$ cat config.mk
export PLATFORM = sky130hd
export DESIGN_NAME = shared_ram_responder
export DESIGN_NICKNAME = d
export VERILOG_FILES = /design/src/rtl/shared_ram_responder.sv
export SDC_FILE = /design/constraint.sdc
export NUM_CORES = 1
export LEC_CHECK = 0
export CORE_AREA = 2 2 146 148
export CTS_CLUSTER_SIZE = 20
export DETAILED_ROUTE_END_ITERATION = 8
export DIE_AREA = 0 0 148 150
export GPL_TIMING_DRIVEN = 0
export PLACE_DENSITY = 0.79
export SYNTH_ARGS = -nofsm -noshare
export SYNTH_HDL_FRONTEND = slang
export SYNTH_SLANG_ARGS = --single-unit
$ cat constraint.sdc
create_clock -name clk -period 8.7 [get_ports clk]
set_input_delay 2.61 -clock clk [delete_from_list [all_inputs] [get_ports clk]]
set_output_delay 2.61 -clock clk [all_outputs]
set_load 0.03 [all_outputs]
$ cat src/rtl/shared_ram_responder.sv
// Responder side of the user-logic memory/flag protocol.
// Owns the single-port data SRAM (external macro, 1-cycle read latency) and the
// command/status flag register, and hands SRAM ownership between the PCI host
// (START_CMD written to the flag) and the user engine (DONE_CODE via flag_we).
// Ports:
//   clk, rst                 clock, synchronous active-high reset
//   pci_*                    host word access; rd_valid/rd_data one cycle after a read,
//                            pci_busy flags a rejected host access in the same cycle
//   req_addr, rd_req, FPGA_wr_en, write_data, rd_data, rd_ready
//                            user data port; rd_ready one cycle after a read
//   flag_we, out_flag, in_flag   user flag write / current flag value
//   owner_user, user_wr_count, err_count   status
//   ram_*                    SRAM macro port (address/write forwarded combinationally)
module shared_ram_responder #(
    parameter int unsigned         ADDR_W    = 21,
    parameter int unsigned         DATA_W    = 32,
    parameter logic [ADDR_W-1:0]   FLAG_ADDR = ADDR_W'(21'h07FFFE),
    parameter logic [DATA_W-1:0]   START_CMD = DATA_W'(32'h0001_0000),
    parameter logic [DATA_W-1:0]   DONE_CODE = DATA_W'(32'h0000_0004)
) (
    input  logic              clk,
    input  logic              rst,
    input  logic [ADDR_W-1:0] pci_req_addr,
    input  logic [DATA_W-1:0] pci_input_data,
    input  logic              pci_wr_en,
    input  logic              pci_rd_en,
    output logic [DATA_W-1:0] pci_rd_data,
    output logic              pci_rd_valid,
    output logic              pci_busy,
    input  logic [ADDR_W-1:0] req_addr,
    input  logic              rd_req,
    input  logic              FPGA_wr_en,
    input  logic [DATA_W-1:0] write_data,
    output logic [DATA_W-1:0] rd_data,
    output logic              rd_ready,
    input  logic              flag_we,
    input  logic [DATA_W-1:0] out_flag,
    output logic [DATA_W-1:0] in_flag,
    output logic              owner_user,
    output logic [31:0]       user_wr_count,
    output logic [15:0]       err_count,
    output logic [ADDR_W-1:0] ram_addr,
    output logic              ram_we,
    output logic [DATA_W-1:0] ram_wdata,
    input  logic [DATA_W-1:0] ram_rdata
);
    localparam int unsigned CNT_W     = 32;
    localparam int unsigned ERR_W     = 16;
    localparam int unsigned ERR_SUM_W = ERR_W + 1;

    typedef enum logic {ST_HOST = 1'b0, ST_USER = 1'b1} state_e;

    state_e state_q, state_d;

    logic [DATA_W-1:0] flag_q, flag_d;
    logic [CNT_W-1:0]  wr_cnt_q, wr_cnt_d;
    logic [ERR_W-1:0]  err_q, err_d;
    logic              pci_rd_ram_q, pci_rd_ram_d;
    logic              pci_rd_flag_q, pci_rd_flag_d;
    logic              usr_rd_ram_q, usr_rd_ram_d;
    logic              usr_rd_flag_q, usr_rd_flag_d;
    logic [DATA_W-1:0] pci_hold_q, pci_hold_d;
    logic [DATA_W-1:0] usr_hold_q, usr_hold_d;

    logic              ram_we_c;
    logic              pci_busy_c;
    logic [ADDR_W-1:0] ram_addr_c;
    logic [DATA_W-1:0] ram_wdata_c;
    logic [1:0]        err_inc;
    logic [ERR_SUM_W-1:0] err_sum;

    // Request decode; a simultaneous host write takes precedence over a host read
    logic pci_flag_hit, usr_flag_hit, usr_acc;
    logic pci_flag_wr, pci_flag_rd, pci_data_wr, pci_data_rd, pci_flag_win;

    assign pci_flag_hit = (pci_req_addr == FLAG_ADDR);
    assign usr_flag_hit = (req_addr == FLAG_ADDR);
    assign usr_acc      = rd_req | FPGA_wr_en;
    assign pci_flag_wr  = pci_wr_en & pci_flag_hit;
    assign pci_flag_rd  = pci_rd_en & ~pci_wr_en & pci_flag_hit;
    assign pci_data_wr  = pci_wr_en & ~pci_flag_hit;
    assign pci_data_rd  = pci_rd_en & ~pci_wr_en & ~pci_flag_hit;
    // The user flag write always beats a host flag write in the same cycle
    assign pci_flag_win = pci_flag_wr & ~flag_we;

    // State register
    always_ff @(posedge clk) begin
        if (rst) begin
            state_q <= ST_HOST;
        end else begin
            state_q <= state_d;
        end
    end

    // Ownership transitions
    always_comb begin
        state_d = state_q;
        if ((state_q == ST_USER) && flag_we && (out_flag == DONE_CODE)) begin
            state_d = ST_HOST;
        end else if (pci_flag_win && (pci_input_data == START_CMD)) begin
            state_d = ST_USER;
        end
    end

    // Access arbitration, SRAM forwarding and datapath next values
    always_comb begin
        ram_we_c      = 1'b0;
        ram_addr_c    = '0;
        ram_wdata_c   = '0;
        pci_busy_c    = 1'b0;
        err_inc       = 2'd0;
        flag_d        = flag_q;
        wr_cnt_d      = wr_cnt_q;
        pci_rd_ram_d  = 1'b0;
        pci_rd_flag_d = 1'b0;
        usr_rd_ram_d  = 1'b0;
        usr_rd_flag_d = 1'b0;
        pci_hold_d    = pci_hold_q;
        usr_hold_d    = usr_hold_q;

        if (pci_flag_wr && flag_we) begin
            pci_busy_c = 1'b1;
            err_inc    = err_inc + 2'd1;
        end
        if (pci_flag_rd) begin
            pci_rd_flag_d = 1'b1;
            pci_hold_d    = flag_q;
        end

        case (state_q)
            ST_HOST: begin
                if (pci_data_wr) begin
                    ram_we_c    = 1'b1;
                    ram_addr_c  = pci_req_addr;
                    ram_wdata_c = pci_input_data;
                end else if (pci_data_rd) begin
                    ram_addr_c   = pci_req_addr;
                    pci_rd_ram_d = 1'b1;
                end
                if (usr_acc) begin
                    err_inc = err_inc + 2'd1;
                end
            end
            ST_USER: begin
                if (pci_data_wr || pci_data_rd) begin
                    pci_busy_c = 1'b1;
                    err_inc    = err_inc + 2'd1;
                end
                if (usr_acc) begin
                    if (usr_flag_hit) begin
                        // The flag is never reachable as SRAM; writes through the data port are illegal
                        if (FPGA_wr_en) begin
                            err_inc = err_inc + 2'd1;
                        end else begin
                            usr_rd_flag_d = 1'b1;
                            usr_hold_d    = flag_q;
                        end
                    end else begin
                        ram_addr_c = req_addr;
                        if (FPGA_wr_en) begin
                            ram_we_c    = 1'b1;
                            ram_wdata_c = write_data;
                            wr_cnt_d    = wr_cnt_q + CNT_W'(1);
                        end else begin
                            usr_rd_ram_d = 1'b1;
                        end
                    end
                end
            end
            default: ;
        endcase

        if (flag_we) begin
            flag_d = out_flag;
        end else if (pci_flag_wr) begin
            flag_d = pci_input_data;
            // START opens a fresh session, also when already in USER
            if (pci_input_data == START_CMD) begin
                wr_cnt_d = '0;
            end
        end

        err_sum = {1'b0, err_q} + ERR_SUM_W'(err_inc);
        err_d   = err_sum[ERR_W] ? '1 : err_sum[ERR_W-1:0];
    end

    // Datapath registers
    always_ff @(posedge clk) begin
        if (rst) begin
            flag_q        <= '0;
            wr_cnt_q      <= '0;
            err_q         <= '0;
            pci_rd_ram_q  <= 1'b0;
            pci_rd_flag_q <= 1'b0;
            usr_rd_ram_q  <= 1'b0;
            usr_rd_flag_q <= 1'b0;
            pci_hold_q    <= '0;
            usr_hold_q    <= '0;
        end else begin
            flag_q        <= flag_d;
            wr_cnt_q      <= wr_cnt_d;
            err_q         <= err_d;
            pci_rd_ram_q  <= pci_rd_ram_d;
            pci_rd_flag_q <= pci_rd_flag_d;
            usr_rd_ram_q  <= usr_rd_ram_d;
            usr_rd_flag_q <= usr_rd_flag_d;
            pci_hold_q    <= pci_hold_d;
            usr_hold_q    <= usr_hold_d;
        end
    end

    // Strobes and read returns are suppressed while reset is held so an
    // abandoned read never reports valid
    assign ram_we        = ram_we_c & ~rst;
    assign ram_addr      = ram_addr_c;
    assign ram_wdata     = ram_wdata_c;
    assign pci_busy      = pci_busy_c & ~rst;
    assign pci_rd_valid  = (pci_rd_ram_q | pci_rd_flag_q) & ~rst;
    assign rd_ready      = (usr_rd_ram_q | usr_rd_flag_q) & ~rst;
    assign in_flag       = flag_q;
    assign owner_user    = (state_q == ST_USER);
    assign user_wr_count = wr_cnt_q;
    assign err_count     = err_q;

    // Read data is zero unless its valid is high
    always_comb begin
        pci_rd_data = '0;
        rd_data     = '0;
        if (!rst) begin
            if (pci_rd_ram_q) begin
                pci_rd_data = ram_rdata;
            end else if (pci_rd_flag_q) begin
                pci_rd_data = pci_hold_q;
            end
            if (usr_rd_ram_q) begin
                rd_data = ram_rdata;
            end else if (usr_rd_flag_q) begin
                rd_data = usr_hold_q;
            end
        end
    end

endmodule
Word level (Yosys, flattened, before mapping) --
Cells that the tools add are included.
Operators by class: equality and inequality tests 4, bitwise operators 21, add/subtract/negate cells 4, mux-type cells 45, reduce and logical (&&, ||, !) cells 11
Operators by type and width (number):
- $mux W32 | 19
- $mux W21 | 4
- $pmux W32 S2 | 1
- $eq A21 B19 Y1 const B | 2
- $pmux W21 S2 | 1
- $add A32 B1 Y32 const B | 1
- $eq A32 B17 Y1 const B | 1
- $eq A32 B3 Y1 const B | 1
- $add A16 B2 Y17 | 1
- $mux W16 | 1
- $mux W2 | 6
- $mux W1 | 11
- $and A1 B1 Y1 | 10
- $not A1 Y1 | 8
- $reduce_or A4 Y1 | 2
- $add A2 B1 Y2 const B | 2
- $logic_and A1 B1 Y1 | 4
- $pmux W2 S2 | 1
- $reduce_and A4 Y1 | 1
- $or A1 B1 Y1 | 3
- $reduce_or A3 Y1 | 1
- $pmux W1 S2 | 1
- $reduce_bool A2 Y1 | 1
- $reduce_or A2 Y1 | 1
- $logic_or A1 B1 Y1 | 1
Storage, ports and cells: input port bits 177, flip-flop bits (word level) 149, logic and storage cells 95, output and inout port bits 202

Depth between registers and ports, before layout --
depth after elaboration 14, depth in mapped cells 12, gate-level depth less buffers 11

Least setup slack after synthesis --
No wires, ideal clock.
path type input to output, from input port pci_req_addr[19], to output port pci_busy, data arrival time 4.675 ns, path slack 1.415 ns, cell stages on the path 6, required time 6.090 ns, path buffers 1, path through or3b_1 or2_2 clkbuf_1 or3_1 a21o_1 nor3_1
Between the ends: longest elaborated chain between the ends 7, elaborated cells on any way between the ends 11, those cells by class 1 x eq/ne; 3 x mux; 5 x bitwise; 2 x reduce/logical
RTL lines:
- start, declared | line 23 | input logic [ADDR_W-1:0] pci_req_addr,
- $eq A21 B19 Y1 (*) | line 76 | assign pci_flag_hit = (pci_req_addr == FLAG_ADDR);
- $and A1 B1 Y1 / $not A1 Y1 (equally long branches) | line 79, 81, 82
- $logic_and A1 B1 Y1 (tied with other cells) | line 121 | if (pci_flag_wr && flag_we) begin
- $mux W1 / $logic_or A1 B1 Y1 (equally long branches) | line 121, 145
- $mux W1 | line 145 | if (pci_data_wr || pci_data_rd) begin
- $mux W1 (*) | line 130 | case (state_q)
- $and A1 B1 Y1 (*) | line 217 | assign pci_busy = pci_busy_c & ~rst;
- end, declared | line 29 | output logic pci_busy,
Every way passes the cells marked *; elsewhere a longest branch is shown, timed or not.

Worst setup path in the final report --
from input port req_addr[4], to output port ram_wdata[28]
Between the ends: longest elaborated chain between the ends 4
RTL lines:
- start, declared | line 30 | input logic [ADDR_W-1:0] req_addr,
- $eq A21 B19 Y1 | line 77 | assign usr_flag_hit = (req_addr == FLAG_ADDR);
- $mux W32 | line 150 | if (usr_flag_hit) begin
- $mux W32 | line 149 | if (usr_acc) begin
- $pmux W32 S2 | line 130
- end, declared | line 44 | output logic [DATA_W-1:0] ram_wdata,
Every way passes these cells.

==> flow_metrics.tcl <==
set metrics [dict create \
    clk_pin_slew_ns 0.06 \
    path_class "in2out" \
    root_buffer "clkbuf_16" \
    cts_num_sinks 149 \
    setup_tns_ns 0 \
    start_kind "input pin" \
    maxSlewHeadroom_pct 28.4 \
    drive_gt1_share_pct 4.38 \
    tightestPinTransition_ns 1.07 \
    io_buffers 377 \
    die_h_um 150 \
    viasPerCell 5.62 \
    die_area_um2 22200 \
    synth_commonest_cells "nor2_1, mux2i_1, dfxtp_1, a22o_1, clkbuf_1" \
    drt_pass1_iterations 5 \
    grt_pass1_vias 8731 \
    vias 9153 \
    final_nets 1516 \
    synth_top_area_share_pct 36.5 \
    power_density_nw_per_um2 141 \
    area_growth_pct 58.6 \
    skew_ns 0.0149 \
    path_cells "clkdlybuf4s50_1 > nand4_1 > nor2_1 > a21oi_1 > clkbuf_1 > a22o_1 > clkdlybuf4s50_1" \
    status "completed" \
    reg2reg_setup_slack_ns 5.78 \
    maxCapViolCount 0 \
    grt_max_degree 17 \
    wl_per_cell_um 21.9 \
    grt_use_met3_pct 6.77 \
    place_inst 1591 \
    initial_utilization_pct 39.5 \
    htreeDepth 4 \
    ys.flop_type "dfxtp_1" \
    dpl_cell_area_um2 12300 \
    post-synth-top-count-cell "nor2_1" \
    drc 0 \
    yosysUniqueCellTypes 55 \
    cts-hold-fix-buffers 0 \
    die_w_um 148 \
    arrival_ns 5.91 \
    finalHoldViolations 0 \
    synth.area.top_cells "dfxtp_1, mux2i_1, nor2_1" \
    grt.overflow.total 0 \
    grtUsageTotal_pct 30.7 \
    crit_top_cell "clkdlybuf4s50_1" \
    dp_hpwl_mm 28.1 \
    synth.ff_latch_count 149 \
    path_max_fanout 10 \
    design.core.area_um2 20700 \
    ir_worst_vdd_mv 0.135 \
    gp_congestion 0.913 \
    setup_violations 0 \
    syn_area_per_cell_um2 8.70 \
    antenna_found_initial 6 \
    worst_slack_ns 0.184 \
    busiest_layer "met2" \
    critical_path.max_stage_delay_ns 0.85 \
    cts_max_path_buffers 2 \
    grtUsageMet1_pct 39.1 \
    place_ws_ns 0.276 \
    yosys.area.top_type "dfxtp_1" \
    ys_warn_count 0 \
    grt_first_pass_wirelength_mm 52.4 \
    postCtsSetupRepairBufs 0 \
    async_flop_share_pct 0 \
    drt_iter0_markers 551 \
    max_freq_ghz 0.117 \
    cts_made_buffers 17 \
    row_count 53 \
    yosysSeqAreaShare_pct 36.5 \
    routed_wirelength_mm 35.6 \
    fin_crit_ns 8.52 \
    hold_class "reg2reg" \
    rsz0062_at_grt "no" \
    cts_tree "yes" \
    synth_nets 1120 \
    fin_util_pct 62.6 \
    instances_no_fill 1629 \
    required_ns 6.09 \
    fin_area_um2 13000 \
    clock_latency_ns 0.43 \
    io_pins 379 \
    syn_area_um2 8170 \
    postRouteAntennaNets 0 \
    synth_edf_count 0 \
    slowest_stage "a21oi_1" \
    crit_path_end_kind "output pin" \
    post_cts_resized 0 \
    syn_inst 939 \
    drv_slew 0 \
    leakagePower_nw 4.99 \
    fillers 1830 \
    post-route-period-util_pct 97.9 \
    use_met2_pct 50.6 \
]
==> final cells by class <==
type	count	area (µm²)	area share, %
timing repair buffer	377	3770	29.1
tap	275	344	2.66
clock inverter	10	169	1.30
antenna	6	15.0	0.116
buffer	70	308	2.38
inverter	14	52.6	0.406
clock buffer	22	484	3.74
multi-input combinational	706	4830	37.3
sequential	149	2980	23.0
==> registers in the layout, summed over array words and instances, names as in the netlist <==
signal and cells:
usr_hold_q 32, err_count 16, in_flag 32, pci_rd_flag_q 1, pci_rd_ram_q 1, owner_user 1, usr_rd_flag_q 1, user_wr_count 32
pci_hold_q 32, usr_rd_ram_q 1
==> worst paths after layout <==
path	from	end	depth (start not counted)
worst max-delay path	req_addr[4]	ram_wdata[28]	7
worst min-delay path	usr_hold_q[21]$_SDFFE_PP0P_	usr_hold_q[21]$_SDFFE_PP0P_	2
worst max register to register	owner_user$_SDFFE_PP0P_	err_count[5]$_SDFF_PP0_	8
worst min register to register	usr_hold_q[21]$_SDFFE_PP0P_	usr_hold_q[21]$_SDFFE_PP0P_	2
==> critical path: cells and delay by family <==
family | cells | cell delay, ns
compound gates | 2 | 1.17
buf+inv | 3 | 1.74
simple gates | 2 | 0.37
==> logic make-up after synthesis <==
group | share of synthesized area (%)
AO/OA/AOI/OAI | 15.9
multiplexers | 19.7
flip-flops | 36.5
XOR/XNOR | 2.14
AND/OR/NAND/NOR | 20.6
buffers and inverters | 4.41
adder cells (fa/ha/maj) | 0.704
==> power by group <==
| part | internal, mW | leakage (nW) | switching, mW | total, mW |
|---|---|---|---|---|
| combinational | 0.147 | 3.48 | 0.153 | 0.300 |
| clock | 0.513 | 0.309 | 0.302 | 0.815 |
| sequential | 0.694 | 1.21 | 0.0162 | 0.710 |
| total | 1.35 | 4.99 | 0.471 | 1.83 |
==> metrics by stage <==
step           total power [mW]  hold WS (ns)
5_1_grt                    1.87         0.514
6_report                   1.83         0.497
3_5_place_dp               1.02         0.484
4_1_cts                    1.83         0.499
2_1_floorplan             0.840         0.463
3_3_place_gp               1.02         0.475
==> placed cells by master, fill, tap and decap left out, types with 17 or more instances in the layout <==
master,instances
a211oi_1,41
dfxtp_1,149
mux2i_1,161
a21oi_1,37
clkbuf_1,49
nand3_1,20
nand2_1,28
nor4_1,18
nand4_1,20
nor2_1,185
a22o_1,53
clkbuf_16,17
clkdlybuf4s50_1,377
==> per-layer routing <==
metal / wire length, µm / share of wire (%)
met5: 0 / 0
met4: 1080 / 3.0
met3: 2470 / 6.9
met2: 17000 / 48
met1: 15000 / 42
No activity file was read; power rests on OpenSTA's default activity.
